**src/rtl/xadc_drp_ctrl.sv**
```systemverilog
// XADC DRP controller: writes the three config registers after reset, then reads EOC
// results and services host DRP accesses. Optional DRDY timeout via XADC_DRP_TIMEOUT_EN.
module xadc_drp_ctrl #(
    parameter logic [15:0] CFG0 = 16'h0000,
    parameter logic [15:0] CFG1 = 16'h2000,
    parameter logic [15:0] CFG2 = 16'h0400
`ifdef XADC_DRP_TIMEOUT_EN
    ,
    parameter int TIMEOUT_CYC = 64
`endif
) (
    input  logic        dclk_in,
    input  logic        reset_in,
    input  logic        eoc_in,
    input  logic [4:0]  channel_in,
    output logic [6:0]  daddr_out,
    output logic        den_out,
    output logic        dwe_out,
    output logic [15:0] di_out,
    input  logic [15:0] do_in,
    input  logic        drdy_in,
    input  logic        host_req,
    input  logic        host_we,
    input  logic [6:0]  host_addr,
    input  logic [15:0] host_wdata,
    output logic        host_ack,
    output logic [15:0] host_rdata,
    output logic        sample_valid,
    output logic [4:0]  sample_chan,
    output logic [11:0] sample_data,
    output logic        init_done,
`ifdef XADC_DRP_TIMEOUT_EN
    output logic        drp_timeout,
`endif
    output logic        overrun
);

    typedef enum logic [2:0] {INIT_ISSUE, INIT_WAIT, IDLE, ISSUE, WAIT_DRDY} state_t;

    state_t      state_q, state_d;
    logic [1:0]  init_idx_q, init_idx_d;
    logic        pend_q, pend_d;
    logic [4:0]  pchan_q, pchan_d;
    logic        host_acc_q, host_acc_d;
    logic [6:0]  daddr_q, daddr_d;
    logic        den_q, den_d;
    logic        dwe_q, dwe_d;
    logic [15:0] di_q, di_d;
    logic        host_ack_q, host_ack_d;
    logic [15:0] host_rdata_q, host_rdata_d;
    logic        sample_valid_q, sample_valid_d;
    logic [4:0]  sample_chan_q, sample_chan_d;
    logic [11:0] sample_data_q, sample_data_d;
    logic        init_done_q, init_done_d;
    logic        overrun_q, overrun_d;

    logic        in_wait, acc_ok, acc_tmo, acc_done;
    logic        take_pend, take_eoc_direct, take_host;
    logic [15:0] cfg_sel;

    // drdy only counts while an access is outstanding, so stale strobes are ignored
    assign in_wait  = (state_q == INIT_WAIT) || (state_q == WAIT_DRDY);
    assign acc_ok   = in_wait && drdy_in;
    assign acc_done = acc_ok || acc_tmo;

`ifdef XADC_DRP_TIMEOUT_EN
    logic [31:0] cnt_q, cnt_d;
    logic        tmo_q, tmo_d;

    assign acc_tmo     = in_wait && !drdy_in && (cnt_q == 32'(TIMEOUT_CYC - 1));
    assign cnt_d       = in_wait ? cnt_q + 32'd1 : 32'd0;
    assign tmo_d       = tmo_q | acc_tmo;
    assign drp_timeout = tmo_q;

    always_ff @(posedge dclk_in or posedge reset_in) begin
        if (reset_in) begin
            cnt_q <= '0;
            tmo_q <= 1'b0;
        end else begin
            cnt_q <= cnt_d;
            tmo_q <= tmo_d;
        end
    end
`else
    assign acc_tmo = 1'b0;
`endif

    // A same-cycle eoc_in in IDLE is read directly and still beats the host
    assign take_pend       = (state_q == IDLE) && pend_q;
    assign take_eoc_direct = (state_q == IDLE) && !pend_q && eoc_in;
    assign take_host       = (state_q == IDLE) && !pend_q && !eoc_in && host_req && !host_ack_q;

    always_comb begin
        case (init_idx_q)
            2'd0:    cfg_sel = CFG0;
            2'd1:    cfg_sel = CFG1;
            default: cfg_sel = CFG2;
        endcase
    end

    always_ff @(posedge dclk_in or posedge reset_in) begin
        if (reset_in) state_q <= INIT_ISSUE;
        else          state_q <= state_d;
    end

    always_comb begin
        state_d = state_q;
        case (state_q)
            INIT_ISSUE: if (den_q) state_d = INIT_WAIT;
            INIT_WAIT:  if (acc_done) state_d = (init_idx_q == 2'd2) ? IDLE : INIT_ISSUE;
            IDLE:       if (take_pend || take_eoc_direct || take_host) state_d = ISSUE;
            ISSUE:      state_d = WAIT_DRDY;
            WAIT_DRDY:  if (acc_done) state_d = IDLE;
            default:    state_d = INIT_ISSUE;
        endcase
    end

    always_comb begin
        init_idx_d     = init_idx_q;
        pend_d         = pend_q;
        pchan_d        = pchan_q;
        host_acc_d     = host_acc_q;
        daddr_d        = daddr_q;
        den_d          = 1'b0;
        dwe_d          = dwe_q;
        di_d           = di_q;
        host_ack_d     = 1'b0;
        host_rdata_d   = host_rdata_q;
        sample_valid_d = 1'b0;
        sample_chan_d  = sample_chan_q;
        sample_data_d  = sample_data_q;
        init_done_d    = init_done_q;
        overrun_d      = overrun_q;

        if (take_pend) pend_d = 1'b0;
        if (eoc_in && !take_eoc_direct) begin
            pend_d  = 1'b1;
            pchan_d = channel_in;
            if (pend_q && !take_pend) overrun_d = 1'b1;
        end

        case (state_q)
            INIT_ISSUE: if (!den_q) begin
                daddr_d    = 7'h40 + {5'b0, init_idx_q};
                di_d       = cfg_sel;
                dwe_d      = 1'b1;
                den_d      = 1'b1;
                host_acc_d = 1'b0;
            end
            INIT_WAIT: if (acc_done) begin
                dwe_d      = 1'b0;
                init_idx_d = init_idx_q + 2'd1;
                if (init_idx_q == 2'd2) init_done_d = 1'b1;
            end
            IDLE: begin
                if (take_pend || take_eoc_direct) begin
                    daddr_d    = {2'b00, take_pend ? pchan_q : channel_in};
                    dwe_d      = 1'b0;
                    di_d       = 16'h0000;
                    den_d      = 1'b1;
                    host_acc_d = 1'b0;
                end else if (take_host) begin
                    daddr_d    = host_addr;
                    dwe_d      = host_we;
                    di_d       = host_wdata;
                    den_d      = 1'b1;
                    host_acc_d = 1'b1;
                end
            end
            WAIT_DRDY: if (acc_done) begin
                dwe_d = 1'b0;
                if (host_acc_q) begin
                    host_ack_d   = 1'b1;
                    host_rdata_d = acc_tmo ? 16'hDEAD : (dwe_q ? 16'h0000 : do_in);
                end else if (acc_ok) begin
                    sample_valid_d = 1'b1;
                    sample_chan_d  = daddr_q[4:0];
                    sample_data_d  = do_in[15:4];
                end
            end
            default: ;
        endcase
    end

    always_ff @(posedge dclk_in or posedge reset_in) begin
        if (reset_in) begin
            init_idx_q     <= '0;
            pend_q         <= 1'b0;
            pchan_q        <= '0;
            host_acc_q     <= 1'b0;
            daddr_q        <= '0;
            den_q          <= 1'b0;
            dwe_q          <= 1'b0;
            di_q           <= '0;
            host_ack_q     <= 1'b0;
            host_rdata_q   <= '0;
            sample_valid_q <= 1'b0;
            sample_chan_q  <= '0;
            sample_data_q  <= '0;
            init_done_q    <= 1'b0;
            overrun_q      <= 1'b0;
        end else begin
            init_idx_q     <= init_idx_d;
            pend_q         <= pend_d;
            pchan_q        <= pchan_d;
            host_acc_q     <= host_acc_d;
            daddr_q        <= daddr_d;
            den_q          <= den_d;
            dwe_q          <= dwe_d;
            di_q           <= di_d;
            host_ack_q     <= host_ack_d;
            host_rdata_q   <= host_rdata_d;
            sample_valid_q <= sample_valid_d;
            sample_chan_q  <= sample_chan_d;
            sample_data_q  <= sample_data_d;
            init_done_q    <= init_done_d;
            overrun_q      <= overrun_d;
        end
    end

    assign daddr_out    = daddr_q;
    assign den_out      = den_q;
    assign dwe_out      = dwe_q;
    assign di_out       = di_q;
    assign host_ack     = host_ack_q;
    assign host_rdata   = host_rdata_q;
    assign sample_valid = sample_valid_q;
    assign sample_chan  = sample_chan_q;
    assign sample_data  = sample_data_q;
    assign init_done    = init_done_q;
    assign overrun      = overrun_q;

endmodule
```
**config.mk**
```make
export PLATFORM = sky130hd
export DESIGN_NAME = xadc_drp_ctrl
export DESIGN_NICKNAME = d
export VERILOG_FILES = /design/src/rtl/xadc_drp_ctrl.sv
export SDC_FILE = /design/constraint.sdc
export NUM_CORES = 1
export LEC_CHECK = 0
export ABC_CLOCK_PERIOD_IN_PS = 2170
export BUFFER_PORTS_ARGS = -buffer_cell sky130_fd_sc_hd__buf_2
export CORE_UTILIZATION = 49
export CTS_CLUSTER_DIAMETER = 50
export DETAILED_ROUTE_END_ITERATION = 8
export HOLD_SLACK_MARGIN = 0.06
export PLACE_DENSITY = 0.79
export REMOVE_ABC_BUFFERS = 1
export SLEW_MARGIN = 20
export SYNTH_ARGS = -nofsm -noshare
export SYNTH_HDL_FRONTEND = slang
export SYNTH_SLANG_ARGS = --single-unit
```
**constraint.sdc**
```tcl
create_clock -name dclk_in -period 2.17 [get_ports dclk_in]
set_input_delay 0.1085 -clock dclk_in [delete_from_list [all_inputs] [get_ports dclk_in]]
set_output_delay 0.1085 -clock dclk_in [all_outputs]
set_load 0.03 [all_outputs]
```
# Word-level counts from Yosys, hierarchy flattened
# Index checks and enable logic that the tools add are counted.
# op_classes
n_addsub	2
eq_ne	13
mux	38
n_bitwise	1
n_reduce_logical	31
# op_table
op	n
16-bit two-way mux	4
16-bit one-hot mux with 2 select lines	1
14-bit one-hot mux with 2 select lines	1
7-bit two-way mux	3
1-bit two-way mux	18
3-bit one-hot mux with 5 select lines	1
7-bit one-hot mux with 2 select lines	1
3-bit two-way mux	4
3-bit AND reduction	4
1-bit logical AND	9
2-bit inequality test, second input constant	4
4-bit AND reduction	2
7-bit by 2-bit adder with 7-bit output, first input constant	1
3-bit by 2-bit == test with 1-bit output, second input constant	2
1-bit logical NOT	5
5-bit two-way mux	1
2-bit by 1-bit inequality test with 1-bit output, second input constant	2
1-bit one-hot mux with 2 select lines	2
2-bit AND reduction	2
2-bit nonzero test	2
3-bit by 1-bit == test with 1-bit output, second input constant	1
3-bit == test, second input constant	1
3-bit logical NOT	1
1-bit logical OR	3
other kinds (10)	10
# word_totals
regBits	74
in_bits	50

# Logic depth before layout (Yosys ltp)
# Gate-level depths: netlist of run 1.
# depth
depth_word	8
depth_mapped	6

# Worst setup path before layout of run 1
# No wires, ideal clock.
# synth_path
path_type	flip-flop to flip-flop
from	register state_q[0]
to	register sample_data_q[0] (netlist: sample_data[0])
arrival_ns	1.737
required_time_ns	2.045
path_slack_ns	0.308
stages_incl_launch_ff	5
synth_period_minus_slack_ns	1.862
path_cell_list	dfrtp_1 buf_6 nor4_2 buf_6 mux2_2
# synth_between
elab_chain_cells	4
word_cells_on_any_way	5
classes_between	eq/ne: 2; reduce/logical: 3
# synth_rtl
element	line_no	rtl
start: declaration	40	state_t state_q, state_d;
start signal: assignment	103	else state_q <= state_d;
3-bit by 1-bit == test with 1-bit output or 3-bit == test (tied branches)	62, 142	
1-bit logical OR	62	assign in_wait = (state_q == INIT_WAIT) || (state_q == WAIT_DRDY);
1-bit logical AND	63	assign acc_ok = in_wait && drdy_in;
3-bit AND reduction (no source line) *	n/a	
end signal: assignment	215	sample_data_q <= sample_data_d;
end: declaration	53	logic [11:0] sample_data_q, sample_data_d;
# Every way passes the cells marked *; elsewhere a longest branch is shown, timed or not.
# A chain may end at the register's enable or synchronous reset.

# Worst setup path in the final report of run 1
# layout_path
from	register state_q[0]
to	register daddr_q[3] (netlist: daddr_out[3])
# layout_between
elab_chain_cells	7
word_cells_on_any_way	16
classes_between	eq/ne: 3; mux: 3; reduce/logical: 10
# layout_rtl
element	line_no	rtl
3-bit by 2-bit == test with 1-bit output	n/a	
1-bit logical AND	90, 91	
1-bit logical AND (3 in a row)	91	assign take_host = (state_q == IDLE) && !pend_q && !eoc_in && host_req && !host_ack_q;
3-bit by 2-bit inequality test with 1-bit output (no source line)	n/a	
3-bit AND reduction (no source line)	n/a	
end signal: assignment	207	daddr_q <= daddr_d;
end: declaration	45	logic [6:0] daddr_q, daddr_d;
# Parallel ways exist; a longest one is shown, timed or not.

==> summary.md, run 1 <==
| Metric | Value |
|---|---|
| Run status | finished, final reports clean |
| Area delta synth->final | 41.86% |
| FF-to-FF path depth | 5 |
| Count leader, synth | dfrtp_1 |
| Final antenna-violating net count | 0 |
| Worst hold path depth | 4 |
| Highest net fanout along the worst path | 11 |
| Delay of the slowest cell on the worst path | 0.52 ns |
| Synth Area in Adders | between 1.5 and 2% |
| Headroom to the max-slew limit | about two thirds |
| Sw Share | ~40% |
| Post-Synth Simple-Gate Area | around a tenth |
| Fin area | approximately 0.0044 mm^2 |
| Port Buf Inserts | about 110 |
| Die width | 81.50 um |
| Synth async-reset ratio | 100.0% |
| GP Congestion | approximately 0.9 |
| Vias per inst | approximately 5.2 |
| Final worst-path cycle share | a little over four fifths |
| Synth Area in Compound Gates | between 10% and 20% |
| Post-Layout Cell Count | about 490 |
| R2r endpoint | daddr_out[3]$_DFFE_PP0P_ |
| 1st-iter DRT viols | 84 |
| Slowest stage cell, crit path | or3b_1 |
| Initial Utilization | between 50 and 60% |
| R2R setup slack | 0.35 ns |
| Core area | 0.005991 mm^2 |
| Worst Tran Pin Value | between 0.5 and 0.6 ns |
| Gr ovfl total | 0 |
| Max cap viols | 0 |
| Crit start category | register |
| Post-route setup slack | 0.3546 ns |
| Synth Flop Type | dfrtp_1 |
| Post-DP Area | around 0.0038 mm^2 |
| RSZ-0062 raised after global routing | no |
| Comb power frac | approximately 41% |
| WP data arrival | ~2 ns |
| Max Fclk | between 0.5 and 0.6 GHz |
| Syn avg cell area | roughly 12 um^2 |
| Final setup violation count | 0 |
| Tmin final | 1.815 ns |
| Cell Rows | 28 |
| First-pass GRT wire length | ~12000 um |
| Total wire length | between 7000 and 8000 um |
| Crit-path cells | or3b_1 > a21oi_2 > nor2_2 > buf_4 > a221o_1 |
| DR pass1 iterations | 4 |
| Largest family of logic cells by synthesized area | compound AO/OA/AOI/OAI gates |
| # clock sinks | 74 |
| Area contributors post-synth | dfrtp_1 60%, mux2_2 9.8%, a22o_1 4.2% |
| Top cell type's share of synthesized area | between 50% and 60% |
| Die Ht | 81.50 um |
| Initial antenna violation count | 0 |
| Yosys top cell by area | dfrtp_1 |
| Count of cell types in the netlist | 38 |
| Sequential area share after synthesis | around 60% |
| Antenna Cells | 0 |
| FILL cells | 400 |
| Cell area after synthesis | ~0.0031 mm^2 |
| DR WL/cell | ~16 um |
| I/O pin total | ~110 |
| CTS tree | done |
| Slew Viols, Final | 0 |
| GRT Overall Usage | between 20% and 30% |
| Final layout net count | approximately 470 |
| Cells after Synth | 250 |
| Synth warn | 0 |
| Largest net degree at the start of global routing | 53 |
| Setup TNS | 0 ns |
| CTS Buf Count | 9 |
| Share of cells above drive strength 1 | between 40% and 50% |
| CTS Buffer Depth | 2 |
| Clk pin slew, worst setup/hold paths | 0.08 ns |
| Worst R2R Start | state_q[0]$_DFFE_PP0P_ |
| Total power | 5.009 mW |
| Final Hold Violating Endpoints | 0 |
| Multiplexer area fraction after synthesis | between 10% and 20% |
| Core Util, Final | approximately three quarters |
| Worst-Skew Late Latency | roughly 0.34 ns |
| Synth top cells by count | 74 x dfrtp_1, 27 x mux2_2, 22 x o21ai_0, 20 x nand2_1, 18 x nand2b_1 |
| Die area | between 0.006 and 0.007 mm^2 |
| CTS resizes | 0 |
| Dpl cells | approximately 430 |
| Total power divided by cell area | approximately 1100 mW/mm^2 |
| Total vias in the final route | 2569 |
| DP Worst Slack | between 0.3 and 0.4 ns |
| Post-synth EDFFs | 0 |
| Worst Skew | roughly 0.0050 ns |
| CP Class | register to register |
| Hold_ws | between 0.1 and 0.15 ns |
| Vias in the first global route | 2470 |
| Switching pwr | 1.960 mW |
| Leakage | 2.265 nW |
| CP Data Required Time | 2.40 ns |
| Hold Crit Endpoint | state_q[0]$_DFFE_PP0P_ |
| Reg power frac | 38.2% |
| Yosys reg bits | between 70 and 80 |
| P_int | a little over 3 mW |
| Hpwl dp | roughly 4700 um |
| VDD IR max | 0.0007245 V |
| Worst Hold Class | input port to register |
| Clock share of power | between 20% and 30% |
| Critical Path End Type | register |
| Xor and xnor area share after synthesis | less than 1% |
| H-tree Lvls | 3 |
| CTS Root Cell | clkbuf_8 |
| Min-delay src | drdy_in |
| # DRC | 0 |
| CP startpoint | state_q[0]$_DFFE_PP0P_ |
[registers in the layout, summed over array words and instances, names as in the netlist, 2 cells and up]
signal,flops
di_out,16
state_q,3
host_rdata,16
sample_data,12
daddr_out,7
init_idx_q,2
sample_chan,5
pchan_q,5
[cell type report]
| type | count | area, um^2 | area share, % |
|---|---|---|---|
| clock buffers | 9 | 123.9 | 2.820 |
| multi-input cells | 155 | 1144 | 26.03 |
| well taps | 75 | 93.84 | 2.136 |
| clock inverters | 7 | 68.82 | 1.567 |
| repair buffers | 166 | 1089 | 24.78 |
| inverters | 6 | 22.52 | 0.5127 |
| flip-flops and latches | 74 | 1852 | 42.15 |
[worst max-delay path, delay by kind of cell, from the launching register on]
kind	cells	cell delay, ns
and+or+nand+nor	2	0.58
buffers and inverters	1	0.19
AOI/OAI and AO/OA	2	0.55
DFF	1	0.38
[logic make-up (layout without fill, tap and decap cells)]
kind of cell / Yosys count / count (layout)
compound gates: 59 / 59
fa+ha+maj: 5 / 5
flops: 74 / 74
buf+inv: 21 / 188
simple gates: 61 / 61
xor+xnor: 1 / 1
mux: 29 / 29
[how the worst max path moves through the flow]
stage	slack, ns	depth (start not counted)	endpoint
3_3_place_gp	0.41	3	pchan_q[4]$_DFFE_PP0P_
3_5_place_dp	0.37	3	pchan_q[3]$_DFFE_PP0P_
2_1_floorplan	0.0008	4	daddr_out[2]$_DFFE_PP0P_
5_1_grt	0.25	5	daddr_out[1]$_DFFE_PP0P_
6_report	0.35	5	daddr_out[3]$_DFFE_PP0P_
4_1_cts	0.35	3	pchan_q[2]$_DFFE_PP0P_
[layer usage]
layer  vias to the layer above  global-route usage, %  part of all wire (%)
met3                        20                  8.333                   9.1
met1                      1231                  28.04                    40
met2                       114                  41.08                    49
li1                       1204                      -                     -
met5                         -                      0                     0
met4                         0                  9.643                   2.1
[cells in the final DEF, fill, tap and decap left out, types with 2 or more instances in the layout]
| cell type | count |
|---|---|
| clkbuf_8 | 9 |
| a221o_1 | 5 |
| dlygate4sd3_1 | 43 |
| a22oi_1 | 3 |
| o21ai_0 | 22 |
| nand2b_1 | 18 |
| mux2_2 | 27 |
| a22o_1 | 15 |
| nor2_1 | 10 |
| clkinvlp_4 | 2 |
| a21oi_1 | 3 |
| a21o_1 | 2 |
| ha_1 | 4 |
| buf_2 | 111 |
| mux2i_1 | 2 |
| nor2b_1 | 4 |
| clkinv_2 | 3 |
| nand2_1 | 20 |
| inv_1 | 5 |
| buf_4 | 11 |
| nor4b_1 | 2 |
| dfrtp_1 | 74 |
[power groups by stage]
stage                     sequential (mW)  clock, mW  combinational, mW
after floorplan                      2.42          0              0.802
after global placement               1.93          0               1.92
after detailed placement             1.94          0               1.97
after CTS                            1.91       1.07               2.03
after global routing                 1.96       1.15               2.20
final                                1.91       1.05               2.04
[timing repair]
item / in CTS / in global routing
setup buffers: 0 / 0
endpoints found under the hold margin: 76 / 0
hold buffers: 43 / 0
Power figures use the tool's default switching activity.
==> run 2, diff against run 1 <==
- ABC_AREA: unset -> 1
- ABC_CLOCK_PERIOD_IN_PS: 2170 -> 1900
- CORE_UTILIZATION: 49 -> 50
- PLACE_DENSITY: 0.79 -> 0.8
- clock period: 2.17 -> 1.9 ns (I/O delays scaled with it)
==> run 2 against run 1 <==
Routed wire length is 3.5% higher. Die area is 0.95% higher. Final area is 0.14% higher. Fmax is 12% higher. Synthesized area is 3.0% higher. Synthesized cell count is 48% higher. Sequential power is 14% higher. Critical path depth is 2 higher. Final cell count is 24% higher. Utilization is 0.32 points lower. Sequential share of layout area is 0.060 points lower. Global-route usage is 0.74 points higher.
==> summary.md, run 2 <==
| Metric | Value |
|---|---|
| Run status | finished, final reports clean (unchanged) |
| Total wire length | 7965 um (was 7698 um) |
| Top cell by count, worst path | nand2_1 |
| Cell area after synthesis | 0.003191 mm^2 (was 0.003097 mm^2) |
| Final Hold Violating Endpoints | 0 (unchanged) |
| I/O pin total | 112 (unchanged) |
| Min-delay src | eoc_in (was drdy_in) |
| Fin area | 0.004399 mm^2 (was 0.004393 mm^2) |
| Dpl cells | 549 (was 433) |
| Sequential area share after synthesis | 58.04% (was 59.80%) |
| Syn avg cell area | 8.647 um^2 (was 12.39 um^2) |
| Area contributors post-synth | dfrtp_1 58%, nand2_1 17%, nand3_1 4.9% (was dfrtp_1 60%, mux2_2 9.8%, a22o_1 4.2%) |
| Largest net degree at the start of global routing | 38 (was 53) |
| Sw Share | 42.52% (was 39.14%) |
| Area delta synth->final | 37.88% (was 41.86%) |
| Total power divided by cell area | 1186 mW/mm^2 (was 1140 mW/mm^2) |
| Clk pin slew, worst setup/hold paths | 0.07 ns (was 0.08 ns) |
| Highest net fanout along the worst path | 22 (was 11) |
| CTS resizes | 0 (unchanged) |
| Yosys reg bits | 74 (unchanged) |
| DR pass1 iterations | 4 (unchanged) |
| Leakage | 2.470 nW (was 2.265 nW) |
| VDD IR max | 0.0008840 V (was 0.0007245 V) |
| Multiplexer area fraction after synthesis | 0% (was 10.46%) |
| Die Ht | 81.88 um (was 81.50 um) |
| FF-to-FF path depth | 7 (was 5) |
| Synth Area in Compound Gates | 6.392% (was 13.49%) |
| Synth async-reset ratio | 100.0% (unchanged) |
| # clock sinks | 74 (unchanged) |
| Worst Skew | 0.009163 ns (was 0.005021 ns) |
| Tmin final | 1.615 ns (was 1.815 ns) |
| Reg power frac | 41.6% (was 38.2%) |
| Synth Flop Type | dfrtp_1 (unchanged) |
| CTS Buf Count | 9 (unchanged) |
| GP Congestion | 0.9072 (was 0.8937) |
| # DRC | 0 (unchanged) |
| DR WL/cell | 13.10 um (was 15.65 um) |
| CTS Buffer Depth | 2 (unchanged) |
| Worst R2R Start | pend_q$_DFFE_PP0P_ (was state_q[0]$_DFFE_PP0P_) |
| Met2 usage | 43.97% (was 41.08%) |
| Synth top cells by count | 141 x nand2_1, 74 x dfrtp_1, 39 x inv_1, 31 x nand3_1, 26 x o21ai_0 (was 74 x dfrtp_1, 27 x mux2_2, 22 x o21ai_0, 20 x nand2_1, 18 x nand2b_1) |
| WP data arrival | 1.89 ns (was 2.04 ns) |
| Vias in the first global route | 2817 (was 2470) |
| GRT Overall Usage | 24.98% (was 24.23%) |
| Comb power frac | 39.2% (was 40.7%) |
| Die width | 81.88 um (was 81.50 um) |
| Most Crowded Layer GR | met2 (unchanged) |
| Initial antenna violation count | 0 (unchanged) |
| DP Worst Slack | 0.3145 ns (was 0.3741 ns) |
| Share of cells above drive strength 1 | 27.39% (was 41.49%) |
| Worst Hold Class | input port to register (unchanged) |
| 1st-iter DRT viols | 103 (was 84) |
| CP Data Required Time | 2.17 ns (was 2.40 ns) |
| Setup TNS | 0 ns (unchanged) |
| Setup bufs post-CTS | 0 (unchanged) |
| Post-Synth Simple-Gate Area | 26.39% (was 10.46%) |
| P_int | 3.000 mW (was 3.048 mW) |
| Cell Rows | 28 (unchanged) |
| RSZ-0062 raised after global routing | no (unchanged) |
| Synth Area in Adders | 1.569% (was 1.939%) |
| First-pass GRT wire length | 12340 um (was 11660 um) |
| Synth warn | 0 (unchanged) |
| Final setup violation count | 0 (unchanged) |
| Final worst-path cycle share | 85.00% (was 83.66%) |
| Worst hold path depth | 2 (was 4) |
| Die area | 0.006704 mm^2 (was 0.006641 mm^2) |
| Worst-Skew Late Latency | 0.34 ns (about the same) |
| Initial Utilization | 52.95% (was 51.69%) |
| Total vias in the final route | 3000 (was 2569) |
| Yosys top cell by area | dfrtp_1 (unchanged) |
| Core area | 0.006026 mm^2 (was 0.005991 mm^2) |
| Antenna Cells | 0 (unchanged) |
| Post-route setup slack | 0.2851 ns (was 0.3546 ns) |
| Slew Viols, Final | 0 (unchanged) |
| Post-Layout Cell Count | 608 (was 492) |
| CTS tree | done (unchanged) |
| Switching pwr | 2.219 mW (was 1.960 mW) |
| R2r endpoint | di_out[5]$_DFFE_PP0P_ (was daddr_out[3]$_DFFE_PP0P_) |
| Crit start category | register (unchanged) |
| Top cell type's share of synthesized area | 58.04% (was 59.80%) |
| Slowest stage cell, crit path | dfrtp_1 (was or3b_1) |
| Largest family of logic cells by synthesized area | simple AND/OR/NAND/NOR gates (was compound AO/OA/AOI/OAI gates) |
| Critical Path End Type | register (unchanged) |
| R2R setup slack | 0.29 ns (was 0.35 ns) |
| Delay of the slowest cell on the worst path | 0.45 ns (was 0.52 ns) |
| Most frequent cells in the layout | 141 x nand2_1, 111 x buf_2, 74 x dfrtp_1 (was 111 x buf_2, 74 x dfrtp_1, 43 x dlygate4sd3_1) |
| H-tree Lvls | 3 (unchanged) |
| Final antenna-violating net count | 0 (unchanged) |
| Count leader, synth | nand2_1 (was dfrtp_1) |
| Crit-path cells | nor2_2 > nand2_1 > nand2_2 > nand2_2 > inv_2 > nand2_1 > nand2_1 (was or3b_1 > a21oi_2 > nor2_2 > buf_4 > a221o_1) |
| Total power | 5.219 mW (was 5.009 mW) |
| Hold_ws | 0.07691 ns (was 0.1329 ns) |
| Gr ovfl total | 0 (unchanged) |
| Hpwl dp | 5070 um (was 4680 um) |
| CTS Root Cell | clkbuf_8 (unchanged) |
| CP Class | register to register (unchanged) |
| Headroom to the max-slew limit | 67.04% (was 65.91%) |
| Hold Crit Endpoint | overrun$_DFFE_PP0P_ (was state_q[0]$_DFFE_PP0P_) |
| Met1 GRT Util | 28.03% (was 28.04%) |
| Count of cell types in the netlist | 27 (was 38) |
| Vias per inst | 4.934 (was 5.222) |
| Post-synth EDFFs | 0 (unchanged) |
| Max Fclk | 0.6192 GHz (was 0.5508 GHz) |
| Clock share of power | 19.2% (was 21.1%) |
| Cells after Synth | 369 (was 250) |
| Post-DP Area | 0.003807 mm^2 (was 0.003770 mm^2) |
| Met3 GRT Util | 7.444% (was 8.333%) |
| Final layout net count | 583 (was 466) |
| Max cap viols | 0 (unchanged) |
| Core Util, Final | 73.01% (was 73.33%) |
| Worst Tran Pin Value | 0.4939 ns (was 0.5105 ns) |
| Most common cell after layout, fill and taps aside | nand2_1 (was buf_2) |
| Xor and xnor area share after synthesis | 0.2745% (was 0.2828%) |
| Port Buf Inserts | 111 (unchanged) |
run 2: cell count changes in the layout (fill, tap and decap cells not counted), sizes merged, moves of 5 or more:
cell    previous run  this run
nor2              11        17
a22o              15         0
a221o              5         0
nand3              0        32
nand2             20       145
inv                7        43
nand2b            18         0
buf              123       116
mux2              27         0
run 2: final cells by class:
class / count / area, um^2
well taps: 75 / 93.84
multi-input cells: 241 / 1105
inverters: 43 / 163.9
fillers: 483 / 1627
clock buffers: 11 / 131.4
flip-flops and latches: 74 / 1852
clock inverters: 4 / 20.02
repair buffers: 160 / 1033
run 2: logic make-up (layout without fill, tap and decap cells):
| group | after synthesis | after routing |
|---|---|---|
| AOI/OAI and AO/OA | 37 | 37 |
| xor gates and xnor gates | 1 | 1 |
| adders and majority gates | 4 | 4 |
| buffers and inverters | 54 | 218 |
| DFF | 74 | 74 |
| and+or+nand+nor | 199 | 199 |
run 2: power groups by stage:
stage / registers (mW) / logic (mW) / clock network [mW]
6_report: 2.17 / 2.04 / 1.00
2_1_floorplan: 2.72 / 0.823 / 0
3_5_place_dp: 2.20 / 1.97 / 0
3_3_place_gp: 2.18 / 1.93 / 0
4_1_cts: 2.17 / 2.05 / 1.02
5_1_grt: 2.21 / 2.25 / 1.11
run 2: worst max path at each step:
stage	slack, ns	start	cells past startpoint	endpoint
detailed placement	0.31	pend_q$_DFFE_PP0P_	7	di_out[13]$_DFFE_PP0P_
global route	0.11	state_q[0]$_DFFE_PP0P_	6	daddr_out[1]$_DFFE_PP0P_
CTS	0.30	state_q[0]$_DFFE_PP0P_	5	pchan_q[3]$_DFFE_PP0P_
global placement	0.31	pend_q$_DFFE_PP0P_	7	daddr_out[4]$_DFFE_PP0P_
floorplan	-0.08	reset_in	1	daddr_out[0]$_DFFE_PP0P_
finish	0.29	pend_q$_DFFE_PP0P_	7	di_out[5]$_DFFE_PP0P_
run 2: critical path, delay by kind of cell (launching register included):
family / cells / cell delay [ns]
buf+inv: 1 / 0.31
simple gates: 6 / 0.77
flops: 1 / 0.45
run 2: metal layers:
metal	routed length, um	vias to the layer above
met3	575	17
met5	0	-
li1	-	1472
met1	3354	1391
met2	3881	120
met4	153	0
run 2: what timing repair did:
action / in CTS / in global routing
hold buffers: 44 / 0
endpoints found under the setup margin: 0 / 0
hold endpoints to repair: 129 / 0
